## config.mk

```make
export PLATFORM = sky130hd
export DESIGN_NAME = vga_port_arbiter_flat
export DESIGN_NICKNAME = d
export VERILOG_FILES = /design/src/rtl/vga_port_arbiter_if.sv /design/src/rtl/vga_port_arbiter.sv /design/src/flat_wrapper.sv
export SDC_FILE = /design/constraint.sdc
export NUM_CORES = 1
export LEC_CHECK = 0
export BUFFER_PORTS_ARGS = -buffer_cell sky130_fd_sc_hd__buf_2
export CAP_MARGIN = 20
export CORE_ASPECT_RATIO = 1.75
export CORE_MARGIN = 4
export CORE_UTILIZATION = 43
export DETAILED_ROUTE_END_ITERATION = 7
export PLACE_DENSITY = 0.87
export SKIP_LAST_GASP = 1
export SLEW_MARGIN = 20
export SYNTH_ARGS = -nofsm -noshare
export SYNTH_HDL_FRONTEND = slang
export SYNTH_SLANG_ARGS = --single-unit
```

## constraint.sdc

```tcl
create_clock -name clock -period 2.1 [get_ports clock]
set_input_delay 0.105 -clock clock [delete_from_list [all_inputs] [get_ports clock]]
set_output_delay 0.105 -clock clock [all_outputs]
set_load 0.005 [all_outputs]
```

## src/rtl/vga_port_arbiter_if.sv

```systemverilog
// Bundle between the drawing engines and the VGA port arbiter.
// master: engine side (requests and pixels); slave: arbiter side (grant and adapter stream).
interface vga_port_arbiter_if #(
  parameter int unsigned XW = 8,
  parameter int unsigned YW = 7,
  parameter int unsigned CW = 3
);
  logic [2:0]      req;
  logic [2:0]      done;
  logic [3*XW-1:0] x_in;
  logic [3*YW-1:0] y_in;
  logic [3*CW-1:0] c_in;
  logic [2:0]      p_in;
  logic [2:0]      gnt;
  logic            busy;
  logic [XW-1:0]   vga_x;
  logic [YW-1:0]   vga_y;
  logic [CW-1:0]   vga_colour;
  logic            vga_plot;

  modport master (
    output req, done, x_in, y_in, c_in, p_in,
    input  gnt, busy, vga_x, vga_y, vga_colour, vga_plot
  );

  modport slave (
    input  req, done, x_in, y_in, c_in, p_in,
    output gnt, busy, vga_x, vga_y, vga_colour, vga_plot
  );
endinterface

```

## src/rtl/vga_port_arbiter.sv

```systemverilog
// Shares the single VGA adapter write port between three drawing engines with registered outputs.
// Define VGA_ARB_RR_EN for round-robin arbitration; otherwise fixed priority 0 > 1 > 2.
module vga_port_arbiter #(
  parameter int unsigned XW = 8,
  parameter int unsigned YW = 7,
  parameter int unsigned CW = 3
) (
  input logic               clock,
  input logic               resetn,
  vga_port_arbiter_if.slave io_bus
);

  typedef enum logic [1:0] {StIdle, StOwn, StGap} state_e;

  state_e        r_state, w_state_d;
  logic [1:0]    r_owner, w_owner_d;
  logic [1:0]    r_last_owner, w_last_owner_d;
  logic [2:0]    r_gnt, w_gnt_d;
  logic [XW-1:0] r_vga_x, w_vga_x_d;
  logic [YW-1:0] r_vga_y, w_vga_y_d;
  logic [CW-1:0] r_vga_colour, w_vga_colour_d;
  logic          r_vga_plot, w_vga_plot_d;

  logic [1:0]    w_winner;
  logic [XW-1:0] w_own_x;
  logic [YW-1:0] w_own_y;
  logic [CW-1:0] w_own_c;
  logic          w_own_plot, w_own_req, w_own_done;

  // Only the current owner's lanes are ever looked at.
  always_comb begin
    w_own_x    = io_bus.x_in[0 +: XW];
    w_own_y    = io_bus.y_in[0 +: YW];
    w_own_c    = io_bus.c_in[0 +: CW];
    w_own_plot = io_bus.p_in[0];
    w_own_req  = io_bus.req[0];
    w_own_done = io_bus.done[0];
    case (r_owner)
      2'd1: begin
        w_own_x    = io_bus.x_in[XW +: XW];
        w_own_y    = io_bus.y_in[YW +: YW];
        w_own_c    = io_bus.c_in[CW +: CW];
        w_own_plot = io_bus.p_in[1];
        w_own_req  = io_bus.req[1];
        w_own_done = io_bus.done[1];
      end
      2'd2: begin
        w_own_x    = io_bus.x_in[2*XW +: XW];
        w_own_y    = io_bus.y_in[2*YW +: YW];
        w_own_c    = io_bus.c_in[2*CW +: CW];
        w_own_plot = io_bus.p_in[2];
        w_own_req  = io_bus.req[2];
        w_own_done = io_bus.done[2];
      end
      default: ;
    endcase
  end

`ifdef VGA_ARB_RR_EN
  logic [1:0] w_s0, w_s1, w_s2;

  // Search order starts just after the previous owner and wraps 2 -> 0.
  always_comb begin
    w_s0 = 2'd0;
    w_s1 = 2'd1;
    w_s2 = 2'd2;
    case (r_last_owner)
      2'd0: begin w_s0 = 2'd1; w_s1 = 2'd2; w_s2 = 2'd0; end
      2'd1: begin w_s0 = 2'd2; w_s1 = 2'd0; w_s2 = 2'd1; end
      default: ;
    endcase
    w_winner = w_s2;
    if (io_bus.req[w_s0])      w_winner = w_s0;
    else if (io_bus.req[w_s1]) w_winner = w_s1;
  end
`else
  logic w_unused_last_owner;
  assign w_unused_last_owner = ^r_last_owner;

  always_comb begin
    w_winner = 2'd2;
    if (io_bus.req[0])      w_winner = 2'd0;
    else if (io_bus.req[1]) w_winner = 2'd1;
  end
`endif

  always_comb begin
    w_state_d      = r_state;
    w_owner_d      = r_owner;
    w_last_owner_d = r_last_owner;
    w_gnt_d        = r_gnt;
    w_vga_x_d      = r_vga_x;
    w_vga_y_d      = r_vga_y;
    w_vga_colour_d = r_vga_colour;
    w_vga_plot_d   = 1'b0;
    case (r_state)
      StIdle: begin
        if (|io_bus.req) begin
          w_owner_d = w_winner;
          w_gnt_d   = 3'b001 << w_winner;
          w_state_d = StOwn;
        end
      end
      StOwn: begin
        w_vga_x_d      = w_own_x;
        w_vga_y_d      = w_own_y;
        w_vga_colour_d = w_own_c;
        w_vga_plot_d   = w_own_plot;
        if (w_own_done || !w_own_req) begin
          w_gnt_d   = 3'b000;
          w_state_d = StGap;
        end
      end
      StGap: begin
        w_last_owner_d = r_owner;
        w_state_d      = StIdle;
      end
      default: w_state_d = StIdle;
    endcase
  end

  always_ff @(posedge clock) begin
    if (!resetn) begin
      r_state      <= StIdle;
      r_owner      <= 2'd0;
      r_last_owner <= 2'd2;
      r_gnt        <= 3'b000;
      r_vga_x      <= '0;
      r_vga_y      <= '0;
      r_vga_colour <= '0;
      r_vga_plot   <= 1'b0;
    end else begin
      r_state      <= w_state_d;
      r_owner      <= w_owner_d;
      r_last_owner <= w_last_owner_d;
      r_gnt        <= w_gnt_d;
      r_vga_x      <= w_vga_x_d;
      r_vga_y      <= w_vga_y_d;
      r_vga_colour <= w_vga_colour_d;
      r_vga_plot   <= w_vga_plot_d;
    end
  end

  assign io_bus.gnt        = r_gnt;
  assign io_bus.busy       = (r_state == StOwn);
  assign io_bus.vga_x      = r_vga_x;
  assign io_bus.vga_y      = r_vga_y;
  assign io_bus.vga_colour = r_vga_colour;
  assign io_bus.vga_plot   = r_vga_plot;

endmodule

```

## src/flat_wrapper.sv

```systemverilog
// flat-port wrapper written by rule: the top's interface ports become plain ports
module vga_port_arbiter_flat 
#(
  parameter int unsigned XW = 8,
  parameter int unsigned YW = 7,
  parameter int unsigned CW = 3
)
  (clock, resetn, io_bus_req, io_bus_done, io_bus_x_in, io_bus_y_in, io_bus_c_in, io_bus_p_in, io_bus_gnt, io_bus_busy, io_bus_vga_x, io_bus_vga_y, io_bus_vga_colour, io_bus_vga_plot);
  vga_port_arbiter_if #(.XW(XW), .YW(YW), .CW(CW)) io_bus_i ();
  input logic clock;
  input logic resetn;
  input wire logic [$bits(io_bus_i.req)-1:0] io_bus_req;
  input wire logic [$bits(io_bus_i.done)-1:0] io_bus_done;
  input wire logic [$bits(io_bus_i.x_in)-1:0] io_bus_x_in;
  input wire logic [$bits(io_bus_i.y_in)-1:0] io_bus_y_in;
  input wire logic [$bits(io_bus_i.c_in)-1:0] io_bus_c_in;
  input wire logic [$bits(io_bus_i.p_in)-1:0] io_bus_p_in;
  output wire logic [$bits(io_bus_i.gnt)-1:0] io_bus_gnt;
  output wire logic [$bits(io_bus_i.busy)-1:0] io_bus_busy;
  output wire logic [$bits(io_bus_i.vga_x)-1:0] io_bus_vga_x;
  output wire logic [$bits(io_bus_i.vga_y)-1:0] io_bus_vga_y;
  output wire logic [$bits(io_bus_i.vga_colour)-1:0] io_bus_vga_colour;
  output wire logic [$bits(io_bus_i.vga_plot)-1:0] io_bus_vga_plot;
  assign io_bus_i.req = io_bus_req;
  assign io_bus_i.done = io_bus_done;
  assign io_bus_i.x_in = io_bus_x_in;
  assign io_bus_i.y_in = io_bus_y_in;
  assign io_bus_i.c_in = io_bus_c_in;
  assign io_bus_i.p_in = io_bus_p_in;
  assign io_bus_gnt = io_bus_i.gnt;
  assign io_bus_busy = io_bus_i.busy;
  assign io_bus_vga_x = io_bus_i.vga_x;
  assign io_bus_vga_y = io_bus_i.vga_y;
  assign io_bus_vga_colour = io_bus_i.vga_colour;
  assign io_bus_vga_plot = io_bus_i.vga_plot;
  vga_port_arbiter #(.XW(XW), .YW(YW), .CW(CW)) u_core (.clock(clock), .resetn(resetn), .io_bus(io_bus_i));
endmodule
```

== Word-level counts from Yosys, hierarchy flattened ==
Cells that the tools add are included.
Storage, ports and cells
  output and inout bits: 23
  bits in latches: 0
  bits in registers: 26
  memory bits (read-only): 0
  bits in writable memories: 0
  memories kept: 0
  input bits: 65
Operators by class
  bitwise logic cells: 0
  reductions and logical operators: 9
  shift-type cells: 1
  multiply operators: 0
  add/sub/neg operators: 0
  div/mod/pow operators: 0
  equality and inequality tests: 5
  $lt $le $gt $ge: 0
  mux-type cells: 14
Operator list (count)
  $pmux W8 S2: 1
  $pmux W7 S2: 1
  $pmux W3 S2: 2
  $mux W2: 4
  $mux W3: 2
  $pmux W1 S2: 3
  $reduce_and A2 Y1: 3
  $eq A2 B1 Y1 const B: 2
  $ne A2 B1 Y1 const B: 2
  $pmux W2 S2: 1
  $reduce_and A3 Y1: 1
  $reduce_or A3 Y1: 1
  $shl A1 B2 Y3 const A: 1
  $eq A2 B2 Y1 const B: 1
  $logic_not A2 Y1: 1
  $reduce_bool A2 Y1: 1
  $logic_not A1 Y1: 1
  $logic_or A1 B1 Y1: 1

== Longest topological paths before layout ==
Gate-level depths: netlist of run 1.
  word-level depth: 6
  depth in mapped cells: 8

== Worst setup path after synthesis of run 1 ==
Ideal clock, no wire load.
  path kind: register -> register
  from: register u_core.r_owner[0]
  to: register u_core.r_vga_colour[2] (netlist: u_core.io_bus.vga_colour[2])
  stages on the path, launching flop included: 9
  clock period less this slack: 1492 ps
  arrival: 1377 ps
  buffers on the path: 2
  setup time: 115 ps
  path slack: 608 ps
  cell sequence: dfxtp_1 inv_1 ha_1 buf_2 buf_2 a221oi_1 nor3_1 a21oi_1 nor2b_1
On the way
  cells in the longest elaborated chain, start to end: 2
RTL lines
  start: declaration: RTL line vga_port_arbiter.sv:16  | logic [1:0] r_owner, w_owner_d;
  start signal: assignment: RTL line vga_port_arbiter.sv:134  | r_owner <= w_owner_d;
  $eq A2 B2 Y1 or $eq A2 B1 Y1 (tied branches): RTL line vga_port_arbiter.sv:38  | case (r_owner)
  $pmux W3 S2 *: RTL line vga_port_arbiter.sv:38
  end signal: assignment: RTL line vga_port_arbiter.sv:139  | r_vga_colour <= w_vga_colour_d;
  end: declaration: RTL line vga_port_arbiter.sv:21  | logic [CW-1:0] r_vga_colour, w_vga_colour_d;
Every way passes the cells marked *; elsewhere a longest branch is shown, timed or not.
A chain may end at the register's enable or synchronous reset.

== Worst setup path in the final report of run 1 ==
  from: register u_core.r_owner[0]
  to: register u_core.r_gnt[0] (netlist: u_core.io_bus.gnt[0])
On the way
  cells in the longest elaborated chain, start to end: 6
RTL lines
  $eq A2 B2 Y1 or $eq A2 B1 Y1 (tied branches): RTL line vga_port_arbiter.sv:38
  $pmux W1 S2: RTL line vga_port_arbiter.sv:38
  $logic_not A1 Y1: RTL line vga_port_arbiter.sv:109  | if (w_own_done || !w_own_req) begin
  $logic_or A1 B1 Y1 *: RTL line vga_port_arbiter.sv:109
  $ne A2 B1 Y1 (no line) *
  $reduce_and A3 Y1 (no line) *
  end signal: assignment: RTL line vga_port_arbiter.sv:136  | r_gnt <= w_gnt_d;
  end: declaration: RTL line vga_port_arbiter.sv:18  | logic [2:0] r_gnt, w_gnt_d;
Marks and branches as above.

==> out/metrics.yaml, run 1 <==
chipWidth_um: 52.1
clockBufferDepth: 2
diodes: 0
setup_viol: 0
num_rows: 27
synth_top_family_by_area: "simple AND/OR/NAND/NOR gates"
layout-drive-gt1-share: 0.399
crit_arrival_ps: 1820
netSwitchingFraction: 0.326
drt_iter0_drc: 34
setup_tns_ps: 0
synthFlopType: "dfxtp_1"
r2r_cells: 6
cp_slowest_cell: "dfxtp_1"
ys_async_sr_fraction: 0
initial_core_util: 0.455
critPathKind: "flop to flop"
ctsHoldBuffers: 0
area_growth_pct: 36.7
cp-end-kind: "flop"
grtUsageTotal: 0.193
synth_edf_count: 0
syn_avg_cell_area_um2: 8.40
htree_levels: 1
ys_seq_area_frac: 0.356
path_depth: 6
io_pins: 88
max_cap_viol_count: 0
ctsRootBufferMaster: "clkbuf_8"
slew_headroom: 0.697
fin_crit_sh: 0.785
syn_inst: 174
ys_warn_count: 0
dp_hpwl_um: 3250
setup_ws_ps: 451
cts_tree: "built"
layout.nets: 326
core_um2: 3210
grt_pass1_vias: 1531
cts_setup_buffers: 0
clkPwrFrac: 0.217
path_cells: "inv_1 -> ha_1 -> buf_4 -> a211oi_2 -> a211oi_4 -> a22o_1"
dieArea_um2: 4430
wl_per_cell_um: 14.2
num_vias: 1615
muxShareOfSynthArea: 0
grt_overflow_total: 0
drcViolationCount: 0
dpl-instance-area_um2: 1940
fin_util: 0.623
holdWs_ps: 87.5
numCtsBuffers: 3
tightest_slew_ps: 455
hold_viol: 0
timing.fmax_ghz: 0.606
status: "finished clean"
max_stage_delay_ps: 380
die_h_um: 85.1
wirelength_um: 4260
cts_resized: 0
final_cells: 301
comb_power_share: 0.378
hold_depth: 3
worstHoldPathType: "input port to flop"
power.internal_mw: 0.999
required_ps: 2270
synthAdderAreaFrac: 0.0171
final_antenna_net_count: 0
switchingPower_mw: 0.482
antenna_found_initial: 0
dp.cells: 297
critPathBufInv: 2
stdcell_area_um2: 2000
ir_worst_vdd_mv: 0.502
pre_cts_ws_ps: 467
pwr-share-seq: 0.405
gp_congestion: 0.829
grt_setup_unrepaired: "no"
ys_types: 29
maxSlewViolCount: 0
grt_pass1_wl_um: 6730
numPortBuffers: 87
crit_family: "compound AO/OA/AOI/OAI gates"
crit_fanout: 23
synth_compound_area_frac: 0.277
clkTransAtPathRegs_ps: 90
firstDrtPassIters: 4
grt_max_degree: 31
cts.sinks: 26
syn_area_um2: 1460
synth_fp_nets: 241
p_leak_nw: 0.920
clk_latency_ps: 270
powerDensity_nw_per_um2: 741
start_kind: "flop"
skew_ps: 3.99
min_period_ps: 1650
synth-xor-area-share: 0
synthSimpleGateAreaFrac: 0.282
synth-seq-cells: 26
routed_via_density: 5.37
fin_total_pwr_mw: 1.48
-- cells by family (layout without fill, tap and decap cells) --
family                   after synthesis  after routing
AND/OR/NAND/NOR                       71             71
AO/OA/AOI/OAI                         55             55
flip-flops                            26             26
buffers and inverters                 20            104
adder cells (fa/ha/maj)                2              2
-- per-layer routing --
| metal | vias to the layer above | track usage | routed length (um) | share of wire |
|---|---|---|---|---|
| met3 | 10 | 0.0228 | 215 | 0.050 |
| met2 | 49 | 0.349 | 2350 | 0.55 |
| met4 | 0 | 0.0859 | 95 | 0.022 |
| li1 | 800 | - | - | - |
| met5 | - | 0 | 0 | 0 |
| met1 | 756 | 0.215 | 1600 | 0.38 |
-- power groups by stage --
stage               clock network, mW  logic (mW)  registers (mW)
floorplan                           0       0.360           0.613
global placement                    0       0.546           0.608
detailed placement                  0       0.563           0.611
CTS                             0.335       0.568           0.600
global route                    0.357       0.633           0.609
finish                          0.321       0.561           0.599
-- worst paths after layout --
| path | endpoint | slack, ps | startpoint |
|---|---|---|---|
| max | u_core.io_bus.gnt[0]$_SDFFE_PN0P_ | 450 | u_core.r_owner[0]$_SDFFE_PN0P_ |
| min | u_core.io_bus.vga_plot$_SDFF_PN0_ | 90 | io_bus_p_in[0] |
| max reg2reg | u_core.io_bus.gnt[0]$_SDFFE_PN0P_ | 450 | u_core.r_owner[0]$_SDFFE_PN0P_ |
| min reg2reg | u_core.io_bus.gnt[2]$_SDFFE_PN0P_ | 480 | u_core.io_bus.gnt[2]$_SDFFE_PN0P_ |
-- synth_stat cells, types with 2 or more instances --
cell type  number  area, um2
buf_2           7       35.0
nor2b_1        37        231
inv_1           5       18.8
a221oi_1       18        158
nand2_1         2       7.51
clkbuf_1        5       18.8
ha_1            2       25.0
a21oi_1        21        105
nor2_1          7       26.3
a22oi_1         2       15.0
nand2b_1        3       18.8
nor3_1         19       95.1
dfxtp_1        26        521
a22o_1          3       26.3
o21ai_0         3       15.0
-- layout make-up --
class / instances / area, um2
Fill cell: 310 / 1210
Multi-Input combinational cell: 128 / 841
Sequential cell: 26 / 520
Inverter: 6 / 27.5
Clock buffer: 4 / 55.1
Tap cell: 43 / 53.8
Timing Repair Buffer: 94 / 500
-- cells in the final DEF (no fill, tap or decap), drive strengths merged --
cell type  count
buf           94
nor2b         37
dfxtp         26
a21oi         22
nor3          19
a221oi        18
nor2           7
inv            5
clkbuf         4
nand2b         3
a22o           3
o21ai          3
nand2          3
a22oi          2
ha             2
a211oi         2
clkinv         1
o31ai          1
and4bb         1
nor4b          1
a221o          1
a32oi          1
o311ai         1
o2bb2ai        1
-- worst register-to-register path: cells and delay by family (launching register included) --
kind	cells	cell delay, ps
AOI/OAI and AO/OA	3	580
DFF	1	380
adders and majority gates	1	310
buffers and inverters	2	280
-- sequential cells by signal (all words and copies together), names as in the netlist --
| name | flops |
|---|---|
| u_core.r_owner | 2 |
| u_core.io_bus.vga_plot | 1 |
| u_core.io_bus.vga_y | 7 |
| u_core.io_bus.vga_colour | 3 |
| u_core.io_bus.vga_x | 8 |
| u_core.io_bus.gnt | 3 |
| u_core.r_state | 2 |
No activity file was read; power rests on OpenSTA's default activity.
==> run 2, diff against run 1 <==
CORE_UTILIZATION = 39   (was 43)
PLACE_DENSITY = 0.83   (was 0.87)
clock period = 1.35 ns   (was 2.1 ns; I/O delays follow)
==> run 2 against run 1 <==
- the run now ends with negative setup slack left
- register-to-register slack worse by 590 ps
- non-clock buffer count rose by 8
- die area increased by 9.0%
- first-iteration DRC count grew 15%
- clock skew rose by 2.0 ps
- sequential share of layout area shrank 3.6 points
- critical path type unchanged
- largest cell class unchanged
- highest routed layer unchanged
==> out/metrics.yaml, run 2 (synthesized netlist as in run 1, its figures left out) <==
p_leak_nw: 1.10
diodes: 0
holdWs_ps: 33.4
setup_viol: 23
status: "finished with violations"
setup_tns_ps: -1650
crit_fanout: 10
cts.sinks: 26
grtUsageTotal: 0.192
required_ps: 1520
clkPwrFrac: 0.173
powerDensity_nw_per_um2: 1110
timing.fmax_ghz: 0.672
skew_ps: 5.98
power.internal_mw: 1.71
cp_slowest_cell: "dfxtp_4"
io_pins: 88
start_kind: "flop"
fin_crit_sh: 1.10
clk_latency_ps: 280
crit_arrival_ps: 1660
final_antenna_net_count: 0
use_met2: 0.376
routed_via_density: 5.43
cts_tree: "built"
min_period_ps: 1490
grt_overflow_total: 0
drcViolationCount: 0
grt_pass1_vias: 1585
setup_ws_ps: -139
gp_congestion: 0.843
numPortBuffers: 87
core_um2: 3630
drt_iter0_drc: 39
netSwitchingFraction: 0.345
grt_max_degree: 37
path_cells: "inv_4 -> ha_4 -> clkbuf_16 -> nor2b_1 -> nor3_1 -> a21oi_1 -> nor2b_1"
grt_pass1_wl_um: 6960
num_vias: 1689
grt_setup_unrepaired: "yes"
largest_register_ffs: 8
clkTransAtPathRegs_ps: 90
layout_common_cells: "buf_2, nor2b_1, dfxtp_1"
final_common_cell: "buf_2"
slew_headroom: 0.798
worstHoldPathType: "input port to flop"
hold_viol: 0
firstDrtPassIters: 4
use_met1: 0.191
wirelength_um: 4960
comb_power_share: 0.467
area_growth_pct: 61.0
violations: "negative setup slack"
pwr-share-seq: 0.360
dieArea_um2: 4830
max_stage_delay_ps: 390
ir_worst_vdd_mv: 0.681
final_cells: 311
antenna_found_initial: 0
max_cap_viol_count: 0
ctsRootBufferMaster: "clkbuf_8"
layout.nets: 334
initial_core_util: 0.403
cp_common_cell: "nor2b_1"
ctsHoldBuffers: 0
htree_levels: 1
dp.cells: 303
use_met3: 0.0150
switchingPower_mw: 0.902
chipWidth_um: 54.3
die_h_um: 89.0
tightest_slew_ps: 298
maxSlewViolCount: 0
critPathKind: "flop to flop"
grt_busiest_layer: "met2"
fin_util: 0.649
critPathBufInv: 2
crit_family: "flip-flops"
dp_hpwl_um: 3470
wl_per_cell_um: 15.9
clockBufferDepth: 2
layout-drive-gt1-share: 0.543
cp-end-kind: "flop"
num_rows: 29
fin_total_pwr_mw: 2.61
numCtsBuffers: 3
fill_cells: 318
[run 2: cell count changes in the layout (fill, tap and decap cells not counted), moves of 4 or more]
cell and change:
a221oi_1 -18, nor2b_1 -6, a221oi_2 +17, nor2b_4 +4
[run 2: worst paths after layout]
path                                                   startpoint                                   to  slack [ps]  cells after the start
worst min-delay path                               io_bus_p_in[0]    u_core.io_bus.vga_plot$_SDFF_PN0_          30                      3
worst max register to register     u_core.r_owner[0]$_SDFFE_PN0P_  u_core.io_bus.vga_x[0]$_SDFFE_PN0N_        -140                      7
worst min register to register  u_core.io_bus.gnt[2]$_SDFFE_PN0P_    u_core.io_bus.gnt[2]$_SDFFE_PN0P_         490                      1
worst max-delay path               u_core.r_owner[0]$_SDFFE_PN0P_  u_core.io_bus.vga_x[0]$_SDFFE_PN0N_        -140                      7
[run 2: per-layer routing]
layer,up-vias,routed length (um)
met2,69,2770
met3,9,313
met1,788,1740
met4,0,125
met5,-,0
li1,823,-
[run 2: timing repair]
action                                  in CTS  in global routing
pin swaps                                    9                  9
buffers inserted                             1                  1
endpoints found under the setup margin      23                 25
gates resized for setup                     17                 12
gates cloned                                 1                  2
[run 2: worst reg2reg max path: cells and delay by family (launching register included)]
kind	cells	cell delay, ps
buffers and inverters	2	240
adders and majority gates	1	370
AOI/OAI and AO/OA	1	120
DFF	1	390
and+or+nand+nor	3	260
[run 2: area by class of cell]
cell class,instances,area [um2],area share
Clock buffer,3,41.3,0.0175
Sequential cell,26,528,0.224
Tap cell,46,57.6,0.0245
Multi-Input combinational cell,128,1050,0.446
Timing Repair Buffer,102,648,0.275
Inverter,6,30.0,0.0128
[run 2: power by group through the flow]
stage | clock, mW | sequential, mW | combinational (mW)
6_report | 0.452 | 0.941 | 1.22
5_1_grt | 0.486 | 0.953 | 1.33
4_1_cts | 0.453 | 0.936 | 1.09
3_5_place_dp | 0 | 0.953 | 0.981
3_3_place_gp | 0 | 0.950 | 0.960
2_1_floorplan | 0 | 0.958 | 0.610
[run 2: stage by stage]
stage	area, um2	setup slack, ps
floorplan	1550	-94.1
global placement	2070	-150
detailed placement	2070	-182
CTS	2230	-126
global route	2350	-212
finish	2350	-139
==> run 3, diff against run 2 <==
CORE_MARGIN = 5   (was 4)
==> run 3 against run 2 <==
- flip-flop and latch count is the same
- register-to-register slack lost 80 ps
- the flow still finishes with violations (negative setup slack)
- critical path depth is the same
==> out/metrics.yaml, run 3 (synthesized netlist as in run 1, its figures left out) <==
antenna_found_initial: 0
routed_via_density: 5.82
numCtsBuffers: 3
wirelength_um: 6040
drt_iter0_drc: 80
status: "finished with violations"
holdWs_ps: 86.9
firstDrtPassIters: 4
drcViolationCount: 0
grt_pass1_vias: 1857
crit_fanout: 7
ir_worst_vdd_mv: 0.940
fin_util: 0.698
pre_cts_ws_ps: -204
htree_levels: 1
layout-drive-gt1-share: 0.584
grt_overflow_total: 0
final_antenna_net_count: 0
max_cap_viol_count: 0
setup_viol: 24
num_rows: 29
grt_max_degree: 29
clk_latency_ps: 270
fin_crit_sh: 1.16
powerDensity_nw_per_um2: 1200
crit_arrival_ps: 1770
stdcell_area_um2: 2530
slew_headroom: 0.791
wl_per_cell_um: 19.2
path_cells: "inv_2 -> ha_4 -> buf_12 -> a211oi_4 -> buf_4 -> a21oi_2 -> nor2_2"
final_common_cell: "buf_2"
p_leak_nw: 1.18
ctsRootBufferMaster: "clkbuf_8"
grt_setup_unrepaired: "yes"
chipWidth_um: 56.3
ctsHoldBuffers: 0
diodes: 0
crit_end: "u_core.r_state[1]$_SDFFE_PN0P_"
maxSlewViolCount: 0
clkTransAtPathRegs_ps: 90
skew_ps: 8.95
max_stage_delay_ps: 380
timing.fmax_ghz: 0.637
r2r_start: "u_core.r_owner[0]$_SDFFE_PN0P_"
core_um2: 3630
num_vias: 1834
dpl-instance-area_um2: 2070
io_pins: 88
cp_slowest_cell: "dfxtp_4"
tightest_slew_ps: 309
cts.sinks: 26
die_h_um: 91.0
grt_pass1_wl_um: 8650
hold_viol: 0
gp_congestion: 0.786
min_period_ps: 1570
area_growth_pct: 73.3
start_kind: "flop"
initial_core_util: 0.403
layout_common_cells: "buf_2, nor2b_1, dfxtp_1"
dp_hpwl_um: 3500
cp-startpoint: "u_core.r_owner[0]$_SDFFE_PN0P_"
numPortBuffers: 87
worstHoldPathType: "input port to flop"
cts_tree: "built"
r2r_cells: 7
clockBufferDepth: 2
violations: "negative setup slack"
setup_tns_ps: -3620
setup_ws_ps: -220
dieArea_um2: 5120
reg2reg_slack_ps: -220
hp-start: "io_bus_p_in[0]"
critPathKind: "flop to flop"
layout.nets: 337
largest_register_ffs: 8
required_ps: 1550
grtUsageTotal: 0.211
cp-end-kind: "flop"
worstReg2RegEnd: "u_core.r_state[1]$_SDFFE_PN0P_"
run 3: through the flow:
| step | total power [mW] | cells |
|---|---|---|
| after floorplan | 1.57 | 174 |
| after global placement | 1.91 | 303 |
| after detailed placement | 1.94 | 303 |
| after CTS | 2.87 | 315 |
| after global routing | 3.17 | 315 |
| final | 3.03 | 315 |
run 3: worst min path at each step:
stage	end	slack, ps	cells past startpoint
2_1_floorplan	u_core.io_bus.gnt[0]$_SDFFE_PN0P_	190	1
3_5_place_dp	u_core.io_bus.vga_plot$_SDFF_PN0_	300	3
3_3_place_gp	u_core.io_bus.vga_plot$_SDFF_PN0_	300	3
5_1_grt	u_core.io_bus.vga_plot$_SDFF_PN0_	90	3
4_1_cts	u_core.io_bus.vga_plot$_SDFF_PN0_	30	3
6_report	u_core.io_bus.vga_plot$_SDFF_PN0_	90	3
run 3: routing by layer:
layer,vias up,share of wire,GRT usage
met1,880,0.34,0.205
met5,-,0,0
met3,28,0.057,0.0496
met2,98,0.55,0.398
li1,828,-,-
met4,0,0.046,0.111
run 3: power breakdown:
part           internal (mW)  total (mW)  switching (mW)
Sequential             0.872       0.943          0.0714
Clock                  0.397       0.641           0.245
Combinational          0.740        1.45           0.708
run 3: area by class of cell:
type                       instances  area [um2]
clock buffer                       3        41.3
multi-input combinational        128        1160
sequential                        26         528
tap                               46        57.6
clock inverter                     1        30.0
fill                             272        1100
inverter                           6        27.5
timing repair buffer             105         688
run 3: what timing repair did:
| action | 4_1_cts | 5_1_grt |
|---|---|---|
| cloned | 4 | 0 |
| setup buffers | 4 | 2 |
| gates resized for setup | 18 | 31 |
| setup endpoints to repair | 23 | 24 |
| pin swaps | 10 | 13 |
run 3: worst max-delay path: cells and delay by family, from the launching register on:
family                   cells  cell delay (ps)
buffers and inverters        3              370
AND/OR/NAND/NOR              1              130
flip-flops                   1              380
AO/OA/AOI/OAI                2              310
adder cells (fa/ha/maj)      1              310
